## src/rtl/core_types_pkg.sv

```systemverilog
// Shared core types: datapath width, register-address width and the
// writeback control packet passed from the M stage to the W stage.
package core_types_pkg;

    localparam int unsigned N_BITS     = 32;
    localparam int unsigned REG_ADDR_W = 5;

    typedef logic [REG_ADDR_W-1:0] reg_addr_t;

    typedef struct packed {
        logic      en;
        reg_addr_t addr;
    } rf_wb_ctrl_t;

endpackage

```

## src/rtl/dl_reg_en_rst.sv

```systemverilog
// Generic enabled register with asynchronous active-low clear.
module dl_reg_en_rst #(
    parameter int unsigned WIDTH = 1
) (
    input  logic             clk,
    input  logic             rst_n,
    input  logic             en,
    input  logic [WIDTH-1:0] d,
    output logic [WIDTH-1:0] q
);

    // Load d when enabled, otherwise hold.
    always_ff @(posedge clk or negedge rst_n) begin
        if (!rst_n) begin
            q <= '0;
        end else if (en) begin
            q <= d;
        end
    end

endmodule

```

## src/rtl/regfile_2r1w.sv

```systemverilog
// Register file: two asynchronous read ports, one synchronous write port.
// Entry 0 is hardwired to zero: never written, always reads 0.
module regfile_2r1w #(
    parameter int unsigned NUM_REGS = 32,
    parameter int unsigned DATA_W   = 32,
    localparam int unsigned ADDR_W  = $clog2(NUM_REGS)
) (
    input  logic              clk,
    input  logic              rst_n,
    input  logic              we,
    input  logic [ADDR_W-1:0] waddr,
    input  logic [DATA_W-1:0] wdata,
    input  logic [ADDR_W-1:0] raddr1,
    output logic [DATA_W-1:0] rdata1,
    input  logic [ADDR_W-1:0] raddr2,
    output logic [DATA_W-1:0] rdata2
);

    logic [DATA_W-1:0] mem_q [NUM_REGS];

    // Clear all entries on reset; write any entry except 0.
    always_ff @(posedge clk or negedge rst_n) begin
        if (!rst_n) begin
            for (int i = 0; i < NUM_REGS; i++) begin
                mem_q[i] <= '0;
            end
        end else if (we && (waddr != '0)) begin
            mem_q[waddr] <= wdata;
        end
    end

    // Combinational reads; address 0 is forced to zero.
    always_comb begin
        rdata1 = (raddr1 == '0) ? '0 : mem_q[raddr1];
        rdata2 = (raddr2 == '0) ? '0 : mem_q[raddr2];
    end

endmodule

```

## src/rtl/w_stage.sv

```systemverilog
// Writeback stage: stage register, register-file write, retired-instruction
// counter and register read ports for the D stage.
// Optional macro W_STAGE_RF_BYPASS_EN: a read that hits the current
// writeback address returns wb_data in the same cycle.
module w_stage
    import core_types_pkg::*;
#(
    parameter int unsigned INSTRET_W = 64,
    parameter int unsigned NUM_REGS  = 32
) (
    input  logic                 clk,
    input  logic                 rst_n,
    input  logic                 stall,
    input  logic                 valid_in,
    input  logic [N_BITS-1:0]    data_in,
    input  rf_wb_ctrl_t          rf_wb_ctrl_pkt_in,
    input  reg_addr_t            rs1_addr,
    input  reg_addr_t            rs2_addr,
    output logic [N_BITS-1:0]    rs1_data,
    output logic [N_BITS-1:0]    rs2_data,
    output logic                 wb_valid,
    output reg_addr_t            wb_addr,
    output logic [N_BITS-1:0]    wb_data,
    output logic [INSTRET_W-1:0] instret
);

    localparam int unsigned STAGE_W = 1 + $bits(rf_wb_ctrl_t) + N_BITS;

    logic [STAGE_W-1:0] stage_d, stage_q;
    logic               valid_q;
    rf_wb_ctrl_t        ctrl_q;
    logic [N_BITS-1:0]  data_q;
    logic [N_BITS-1:0]  rf_rs1_data, rf_rs2_data;
    logic [INSTRET_W-1:0] instret_q;

    assign stage_d = {valid_in, rf_wb_ctrl_pkt_in, data_in};
    assign {valid_q, ctrl_q, data_q} = stage_q;

    dl_reg_en_rst #(
        .WIDTH (STAGE_W)
    ) u_stage_reg (
        .clk   (clk),
        .rst_n (rst_n),
        .en    (~stall),
        .d     (stage_d),
        .q     (stage_q)
    );

    // Writeback fires only in a non-stalled cycle, so a held instruction
    // writes once: the unstall edge also replaces the stage contents.
    always_comb begin
        wb_valid = valid_q & ctrl_q.en & (ctrl_q.addr != '0) & ~stall;
        wb_addr  = ctrl_q.addr;
        wb_data  = data_q;
    end

    regfile_2r1w #(
        .NUM_REGS (NUM_REGS),
        .DATA_W   (N_BITS)
    ) u_regfile (
        .clk    (clk),
        .rst_n  (rst_n),
        .we     (wb_valid),
        .waddr  (wb_addr),
        .wdata  (wb_data),
        .raddr1 (rs1_addr),
        .rdata1 (rf_rs1_data),
        .raddr2 (rs2_addr),
        .rdata2 (rf_rs2_data)
    );

    // Count every valid instruction leaving the stage, written or not.
    always_ff @(posedge clk or negedge rst_n) begin
        if (!rst_n) begin
            instret_q <= '0;
        end else if (valid_q && !stall) begin
            instret_q <= instret_q + INSTRET_W'(1);
        end
    end

    assign instret = instret_q;

    // Read data, optionally forwarding the in-flight writeback.
    always_comb begin
        rs1_data = rf_rs1_data;
        rs2_data = rf_rs2_data;
`ifdef W_STAGE_RF_BYPASS_EN
        // wb_valid implies wb_addr != 0, so x0 still reads zero.
        if (wb_valid && (rs1_addr == wb_addr)) rs1_data = wb_data;
        if (wb_valid && (rs2_addr == wb_addr)) rs2_data = wb_data;
`endif
    end

endmodule
```

## config.mk

```make
export PLATFORM = sky130hd
export DESIGN_NAME = w_stage
export DESIGN_NICKNAME = d
export VERILOG_FILES = /design/src/rtl/core_types_pkg.sv /design/src/rtl/dl_reg_en_rst.sv /design/src/rtl/regfile_2r1w.sv /design/src/rtl/w_stage.sv
export SDC_FILE = /design/constraint.sdc
export NUM_CORES = 2
export LEC_CHECK = 0
export CAP_MARGIN = 20
export CORE_MARGIN = 2
export CORE_UTILIZATION = 62
export CTS_CLUSTER_DIAMETER = 50
export DETAILED_ROUTE_END_ITERATION = 12
export PLACE_DENSITY = 0.89
export SLEW_MARGIN = 20
export SYNTH_ARGS = -nofsm -noshare
export SYNTH_HDL_FRONTEND = slang
export SYNTH_SLANG_ARGS = --single-unit
export TNS_END_PERCENT = 30
```

## constraint.sdc

```tcl
create_clock -name clk -period 3.6 [get_ports clk]
set_input_delay 0.72 -clock clk [delete_from_list [all_inputs] [get_ports clk]]
set_output_delay 0.72 -clock clk [all_outputs]
set_load 0.1 [all_outputs]
```

# Word level (Yosys, flattened, before mapping)
# Cells that the tools add are included.
totals:
  in_bits: 52
  output_inout_bits: 166
  register_bits: 1127
  memories: 0
  romBits: 0
  latch_bits: 0
  mem_bits_rw: 0
op_classes:
  n_div: 0
  n_mux: 11
  n_lt_le_gt_ge: 4
  mul: 0
  add_sub_neg: 1
  bitwise_logic: 7
  n_reduce_logical: 7
  n_shift: 0
  eq_ne: 0
op_table:
  columns: ["cell", "count"]
  rows:
  - ["$bwmux W1024", 1]
  - ["$bmux W32 S5", 2]
  - ["$mux W32", 7]
  - ["$demux W32 S5", 1]
  - ["$add A64 B1 Y64 const B", 1]
  - ["$ge A6 B6 Y1 const B", 3]
  - ["$not A5 Y6", 3]
  - ["$logic_not A5 Y1", 2]
  - ["$lt A6 B1 Y1 const B", 1]
  - ["$reduce_bool A5 Y1", 1]
  - ["$and A1 B1 Y1", 3]
  - ["$logic_and A1 B1 Y1", 3]
  - ["$logic_not A1 Y1", 1]
  - ["$not A1 Y1", 1]

# Longest topological paths before layout
logic_depth:
  word_depth: 6
  ltp_mapped: 8

# By module
# Synthesis repeated with hierarchy kept, for this count alone.
unflattened:
  cells_unflattened: 3875
  area_unflattened_um2: 58584.9
modules_own_cells:
  columns: ["module", "area_per_inst_um2", "instances", "seq_area_each_um2", "cells_per_inst"]
  rows:
  - ["regfile_2r1w", 54019.3, 1, 25624.6, 3514]
  - ["w_stage", 3071.7, 1, 1601.5, 279]
  - ["dl_reg_en_rst", 1493.9, 1, 975.9, 82]

# Worst setup path after synthesis
# No wires, ideal clock.
synth_timing:
  path_type: "input to output"
  startpoint: "input rs2_addr[0]"
  endpoint: "output rs2_data[17]"
  n_path_buf: 4
  t_required_ps: 2880
  t_arrival_ps: 3505
  setup_slack_ps: -625
  stages: 7
  cell_sequence: "buf_2 -> buf_4 -> buf_2 -> clkbuf_1 -> mux2_2 -> nand2_1 -> a31oi_1"
synth_between:
  elab_chain_cells: 5
  word_cells_on_any_way: 6
  classes_between: "mux (4); bitwise (1); reduce/logical (1)"
synth_lines:
  columns: ["element", "line_no", "source"]
  rows:
  - ["start: declaration", "w_stage.sv:18", "input reg_addr_t rs2_addr,"]
  - ["$not A5 Y6 (not written as such)", "regfile_2r1w.sv:35", "rdata2 = (raddr2 == '0) ? '0 : mem_q[raddr2];"]
  - ["$bmux W32 S5", "regfile_2r1w.sv:35", null]
  - ["$mux W32 (not written as such) (2 in series)", "regfile_2r1w.sv:35", null]
  - ["$mux W32 *", "regfile_2r1w.sv:35", null]
  - ["end: declaration", "w_stage.sv:20", "output logic [N_BITS-1:0] rs2_data,"]
# Mark *: on every way between the ends. The rest lies on a longest branch, timed or not. The select of a mux whose other input is x is not followed.

# Worst setup path in the final report
layout_timing:
  startpoint: "input rs1_addr[1]"
  endpoint: "output rs1_data[30]"
layout_between:
  elab_chain_cells: 5
  word_cells_on_any_way: 6
  classes_between: "mux (4); bitwise (1); reduce/logical (1)"
layout_lines:
  columns: ["element", "line_no", "source"]
  rows:
  - ["start: declaration", "w_stage.sv:17", "input reg_addr_t rs1_addr,"]
  - ["$not A5 Y6 (not written as such)", "regfile_2r1w.sv:34", "rdata1 = (raddr1 == '0) ? '0 : mem_q[raddr1];"]
  - ["$bmux W32 S5", "regfile_2r1w.sv:34", null]
  - ["$mux W32 (not written as such) (2 in series)", "regfile_2r1w.sv:34", null]
  - ["$mux W32 *", "regfile_2r1w.sv:34", null]
  - ["end: declaration", "w_stage.sv:19", "output logic [N_BITS-1:0] rs1_data,"]
# Marked as above.

==> impl_metrics.json <==
{
  "synth.top_cells.by_count": "dfrtp_1 (1,127), mux2_2 (1,090), mux4_2 (512), clkbuf_1 (198), buf_2 (165)",
  "setup-violations-final": 0,
  "met2_usage_pct": 57.3,
  "hp-class": "flip-flop to flip-flop",
  "dieWidth_um": 313,
  "syn-num-nets": 3980,
  "grt_max_degree": 145,
  "cts.sinks": 1127,
  "rows": 113,
  "syn-cell-area_um2": 59200,
  "vias_per_cell": 7.36,
  "use_met1_pct": 46.7,
  "worstPathArrival_ns": 2.86,
  "status": "completed",
  "cts.reportedPaths.clkPinSlew_ns": 0.05,
  "slew_headroom_pct": 23.8,
  "ys.warnings.count": 0,
  "critPathKind": "input pin to output port",
  "worst_setup_path_start_kind": "input pin",
  "drv_cap": 0,
  "grt-ovfl-total": 0,
  "finalCriticalPeriod_ns": 3.58,
  "synth_async_sr_flop_share_pct": 100,
  "root_buffer": "clkbuf_16",
  "finalHoldViolations": 0,
  "syn_avg_cell_area_um2": 15.1,
  "io_buffers": 217,
  "drtAntennaViolNets": 0,
  "critPathCaptureType": "output port",
  "antenna_found_initial": 3,
  "post-route-util_pct": 73.1,
  "required_ns": 2.88,
  "htreeDepth": 4,
  "synthDistinctLibCells": 46,
  "finClkSkew_ns": 0.0314,
  "power.leakage_nw": 31.6,
  "yosys_register_bits": 1127,
  "io_pins": 218,
  "synth-edff-count": 0,
  "dieHeight_um": 313,
  "drive_gt1_share_pct": 54.8,
  "core_area_um2": 94900,
  "yosysSeqAreaShare_pct": 47.6,
  "gp_congestion": 0.877,
  "clk_latency_ns": 0.75,
  "place_ws_ns": 0.0431,
  "netlist_instances": 3927,
  "dieArea_um2": 98000,
  "yosys.area.top_type": "dfrtp_1",
  "drt_iter0_drc": 4859,
  "drcViolationCount": 0,
  "nets": 4157,
  "busiest_layer": "met2",
  "yosysMostFrequentCell": "dfrtp_1",
  "path_max_fanout": 21,
  "final_max_slew_viol_count": 0,
  "post-route-period-util_pct": 99.3,
  "worst_slew_pin_slew_ns": 1.14,
  "syn2layout_area_growth_pct": 17.1,
  "dr_total_vias": 40300,
  "dpl.hpwl_um": 110000,
  "synthFlopType": "dfrtp_1",
  "wl_per_cell_um": 33.5,
  "wl_um": 183000,
  "synthTopCellsByArea": "dfrtp_1 (48%), mux2_2 (21%), mux4_2 (19%), buf_2 (1.4%), mux2i_1 (1.4%)",
  "design_power_total_mw": 36.4,
  "rsz0062_at_grt": "yes",
  "synth.top_cell.area_share_pct": 47.6,
  "grt_pass1_wl_um": 274000,
  "clock_path_buffers": 3,
  "grt.total_usage_pct": 37.9,
  "max_freq_ghz": 0.280,
  "worst_slack_ns": 0.0235,
  "p_per_area_nw_per_um2": 525,
  "initial_core_util_pct": 62.5,
  "ir_worst_vdd_mv": 0.474,
  "drtPass1Iterations": 6,
  "grt_pass1_vias": 42600,
  "grt_util_met3_pct": 12.9,
  "tritoncts": "yes",
  "cts_buffers": 132
}
## logic make-up after synthesis
group	count (synthesis)	synth area share (%)
buf+inv	469	3.79
xor+xnor	63	0.931
flops	1127	47.6
compound gates	257	2.58
fa+ha+maj	1	0.0211
simple gates	274	2.52
mux	1736	42.6
## cells in the final DEF (no fill, tap or decap), types with 5 or more instances in the layout
cell type,synthesis,routed
nand3_1,19,19
clkinv_4,0,5
nor4_1,9,9
nor2_1,64,48
buf_8,0,6
a31oi_4,0,17
nand2_1,88,75
mux2_1,53,53
inv_1,13,13
diode_2,0,5
a22oi_1,47,47
mux4_2,512,512
nand4_1,17,17
o21ai_0,64,63
buf_4,75,244
clkbuf_16,0,137
clkinv_2,0,19
and3_1,5,5
xnor2_1,31,31
a31oi_1,47,28
xor2_1,32,32
nand4_2,6,5
a221oi_1,17,16
mux2i_1,81,81
nor3_1,18,18
buf_12,0,144
nand2_2,0,13
bufinv_16,0,6
nor4_4,3,5
or2_2,6,6
dfrtp_1,1127,1123
clkbuf_1,198,24
a21oi_1,82,81
inv_6,0,7
clkbuf_8,0,23
nor2_4,0,18
mux2_2,1090,1090
clkdlybuf4s50_1,0,96
## what timing repair did
action,4_1_cts,5_1_grt
hold endpoints to repair,33,0
gates resized for setup,2,4
setup buffers,0,0
pin swaps,0,0
setup endpoints to repair,1,6
hold buffers,1,0
## sequential cells by signal (all words and copies together), names as in the netlist
name / flops
instret: 64
u_stage_reg.q: 39
u_regfile.mem_q: 1024
## worst paths after layout
path	start	end	slack, ns	cells after the start
max in group asynchronous	rst_n	u_stage_reg.q[7]	1.91	3
max	rs1_addr[1]	rs1_data[30]	0.02	10
min reg2reg	u_regfile.mem_q[1004]	u_regfile.mem_q[1004]	0.39	0
min in group asynchronous	rst_n	instret[10]	0.48	2
max reg2reg	u_stage_reg.q[38]	u_regfile.mem_q[274]	0.82	6
min	u_regfile.mem_q[1004]	u_regfile.mem_q[1004]	0.39	0
## worst max-delay path: stages
cell	delay (ns)
buf_8	0.23
buf_12	0.25
mux4_2	0.53
mux2i_1	0.26
a21oi_1	0.15
o21ai_0	0.16
buf_4	0.15
a21oi_1	0.04
buf_4	0.17
buf_12	0.16
## power breakdown
group          leakage (nW)  internal [mW]  switching (mW)
clock network          2.15           7.92            5.51
logic                  14.1           3.64            3.42
registers              15.3           14.3            1.66
## through the flow
stage | hold WS, ns | instance area [um^2] | std cells | setup TNS, ns
final | 0.393 | 69400 | 5472 | 0
after global routing | 0.410 | 69400 | 5467 | -0.00842
after CTS | 0.398 | 69400 | 5467 | 0
after detailed placement | 0.383 | 65000 | 5234 | 0
after global placement | 0.377 | 64900 | 5232 | 0
after floorplan | 0.424 | 59500 | 3927 | -24.16
## cell type report
cell class	instances	area [um^2]
Antenna cell	5	12.5
Clock inverter	48	522
Clock buffer	184	3830
Tap cell	1265	1580
Timing Repair Buffer	499	5890
Fill cell	5305	25500
Inverter	13	48.8
Multi-Input combinational cell	2331	29300
Sequential cell	1127	28200
## metal layers
layer / wire (um) / up-vias / share of wire [%]
li1: - / 15300 / -
met5: 0 / - / 0
met4: 14300 / 0 / 7.8
met2: 84400 / 2976 / 46
met1: 62700 / 21000 / 34
met3: 21800 / 930 / 12
(Power assumes the default switching activity.)
==> RTL change, RTL diff (same flow settings) <==
Change the parameter `INSTRET_W` from 64 to 32.
--- a/src/rtl/w_stage.sv
+++ b/src/rtl/w_stage.sv
@@ -6,5 +6,5 @@
     import core_types_pkg::*;
 #(
-    parameter int unsigned INSTRET_W = 64,
+    parameter int unsigned INSTRET_W = 32,
     parameter int unsigned NUM_REGS  = 32
 ) (
Interface: changed (resized instret); port bits go from 218 to 186. No check against the original RTL was run, so the function may have changed too.
==> RTL change against the original RTL <==
  * The flow now finishes with violations (negative setup slack)
  * Clock power down 4%
  * Worst hold slack improved by 0.0028 ns
  * Synthesized area shrank 2.9%
  * Wire length increased by 3.5%
  * Cell count fell by 2.4%
  * Final area is 2.0% lower
  * Sequential cell count down 32
  * Sequential share of layout area down 0.32 points
  * Setup slack got worse by 0.066 ns
  * Power is 1.8% lower
  * Register-to-register slack worse by 0.19 ns
  * Critical path type unchanged
  * Largest cell class unchanged
==> RTL change: results <==
{
  "wirelength_um": 190000,
  "synth-compound-area-share_pct": 4.62,
  "globalplace.congestion": 0.879,
  "ys_top_cells_by_area": "dfrtp_1 48%, mux4_2 18%, mux2_2 16%, mux2_1 5.2%, mux2i_1 2.2%",
  "clkCellAreaFrac_pct": 6.06,
  "fin_area_mm2": 0.0680,
  "switching_share_pct": 30.4,
  "firstDrtPassIters": 5,
  "nets": 4044,
  "inv_count": 3,
  "multi_input_cells": 2292,
  "synth_cell_type_count": 44,
  "buffers": 481,
  "fillers": 4856,
  "grt_start_max_net_pins": 140,
  "clkbuf_count": 161,
  "violations": "negative setup slack",
  "hpwl_um": 108000,
  "synth_mux_area_share_pct": 41.2,
  "antenna_found_initial": 10,
  "htreeDepth": 3,
  "startpoint": "rs2_addr[1]",
  "instances_no_fill": 5340,
  "fin_ws_ns": -0.0429,
  "tns_ns": -0.113,
  "seqAreaFraction_pct": 40.3,
  "cts_buffers": 118,
  "place_inst": 5111,
  "setup_viol": 5,
  "leakage_nw": 30.8,
  "dpl_worst_slack_ns": -0.0716,
  "cp_data_arrival_time_ns": 2.92,
  "finalClockSkew_ns": 0.0452,
  "track_usage_pct": 40.1,
  "crit_path_max_fanout": 46,
  "pwr-share-clk_pct": 36.0,
  "cp_top_family": "multiplexers",
  "nWellTaps": 1243,
  "vias_per_cell": 7.70,
  "rr_worst_depth": 5,
  "numPortBuffers": 185,
  "worstHoldStart": "u_regfile.mem_q[998]$_DFFE_PN0P_",
  "hold_end": "u_regfile.mem_q[998]$_DFFE_PN0P_",
  "worstReg2RegEnd": "u_regfile.mem_q[891]$_DFFE_PN0P_",
  "avgSynthCellArea_um2": 14.9,
  "tightest_slew_ns": 1.15,
  "pg_clk_mw": 12.9,
  "whs_ns": 0.396,
  "dpl_cell_area_mm2": 0.0638,
  "outcome": "finished, violations left",
  "ctsResizeCount": 6,
  "drt_iter0_markers": 5808,
  "setup.worst_path.end": "rs2_data[6]"
}
RTL change: cell types whose count changed in the layout (fill, tap and decap cells not counted), sizes merged, moves of 32 or more:
| cell | change |
|---|---|
| dfrtp | -32 |
| a21oi | -82 |
| a311oi | +64 |
| a221oi | +32 |
| a31oi | -47 |
| mux2 | -47 |
| mux2i | +47 |
| nor2 | -37 |
| o21ai | +49 |
| mux4 | -64 |
| a211oi | +64 |
| nor2b | +62 |
| nand2 | -37 |
RTL change: logic make-up after synthesis:
group                      count (synthesis)
AOI/OAI and AO/OA                        370
DFF                                     1095
buffers and inverters                    479
muxes                                   1672
and+or+nand+nor                          218
adders and majority gates                  1
xor gates and xnor gates                  31
RTL change: layer usage:
layer | global-route usage [%] | vias to the layer above | share of wire [%]
met3 | 15.3 | 1140 | 14
met5 | 0.354 | - | 0.049
met1 | 49.8 | 21100 | 33
met2 | 58.9 | 3642 | 45
met4 | 26.2 | 14 | 7.6
li1 | - | 15200 | -
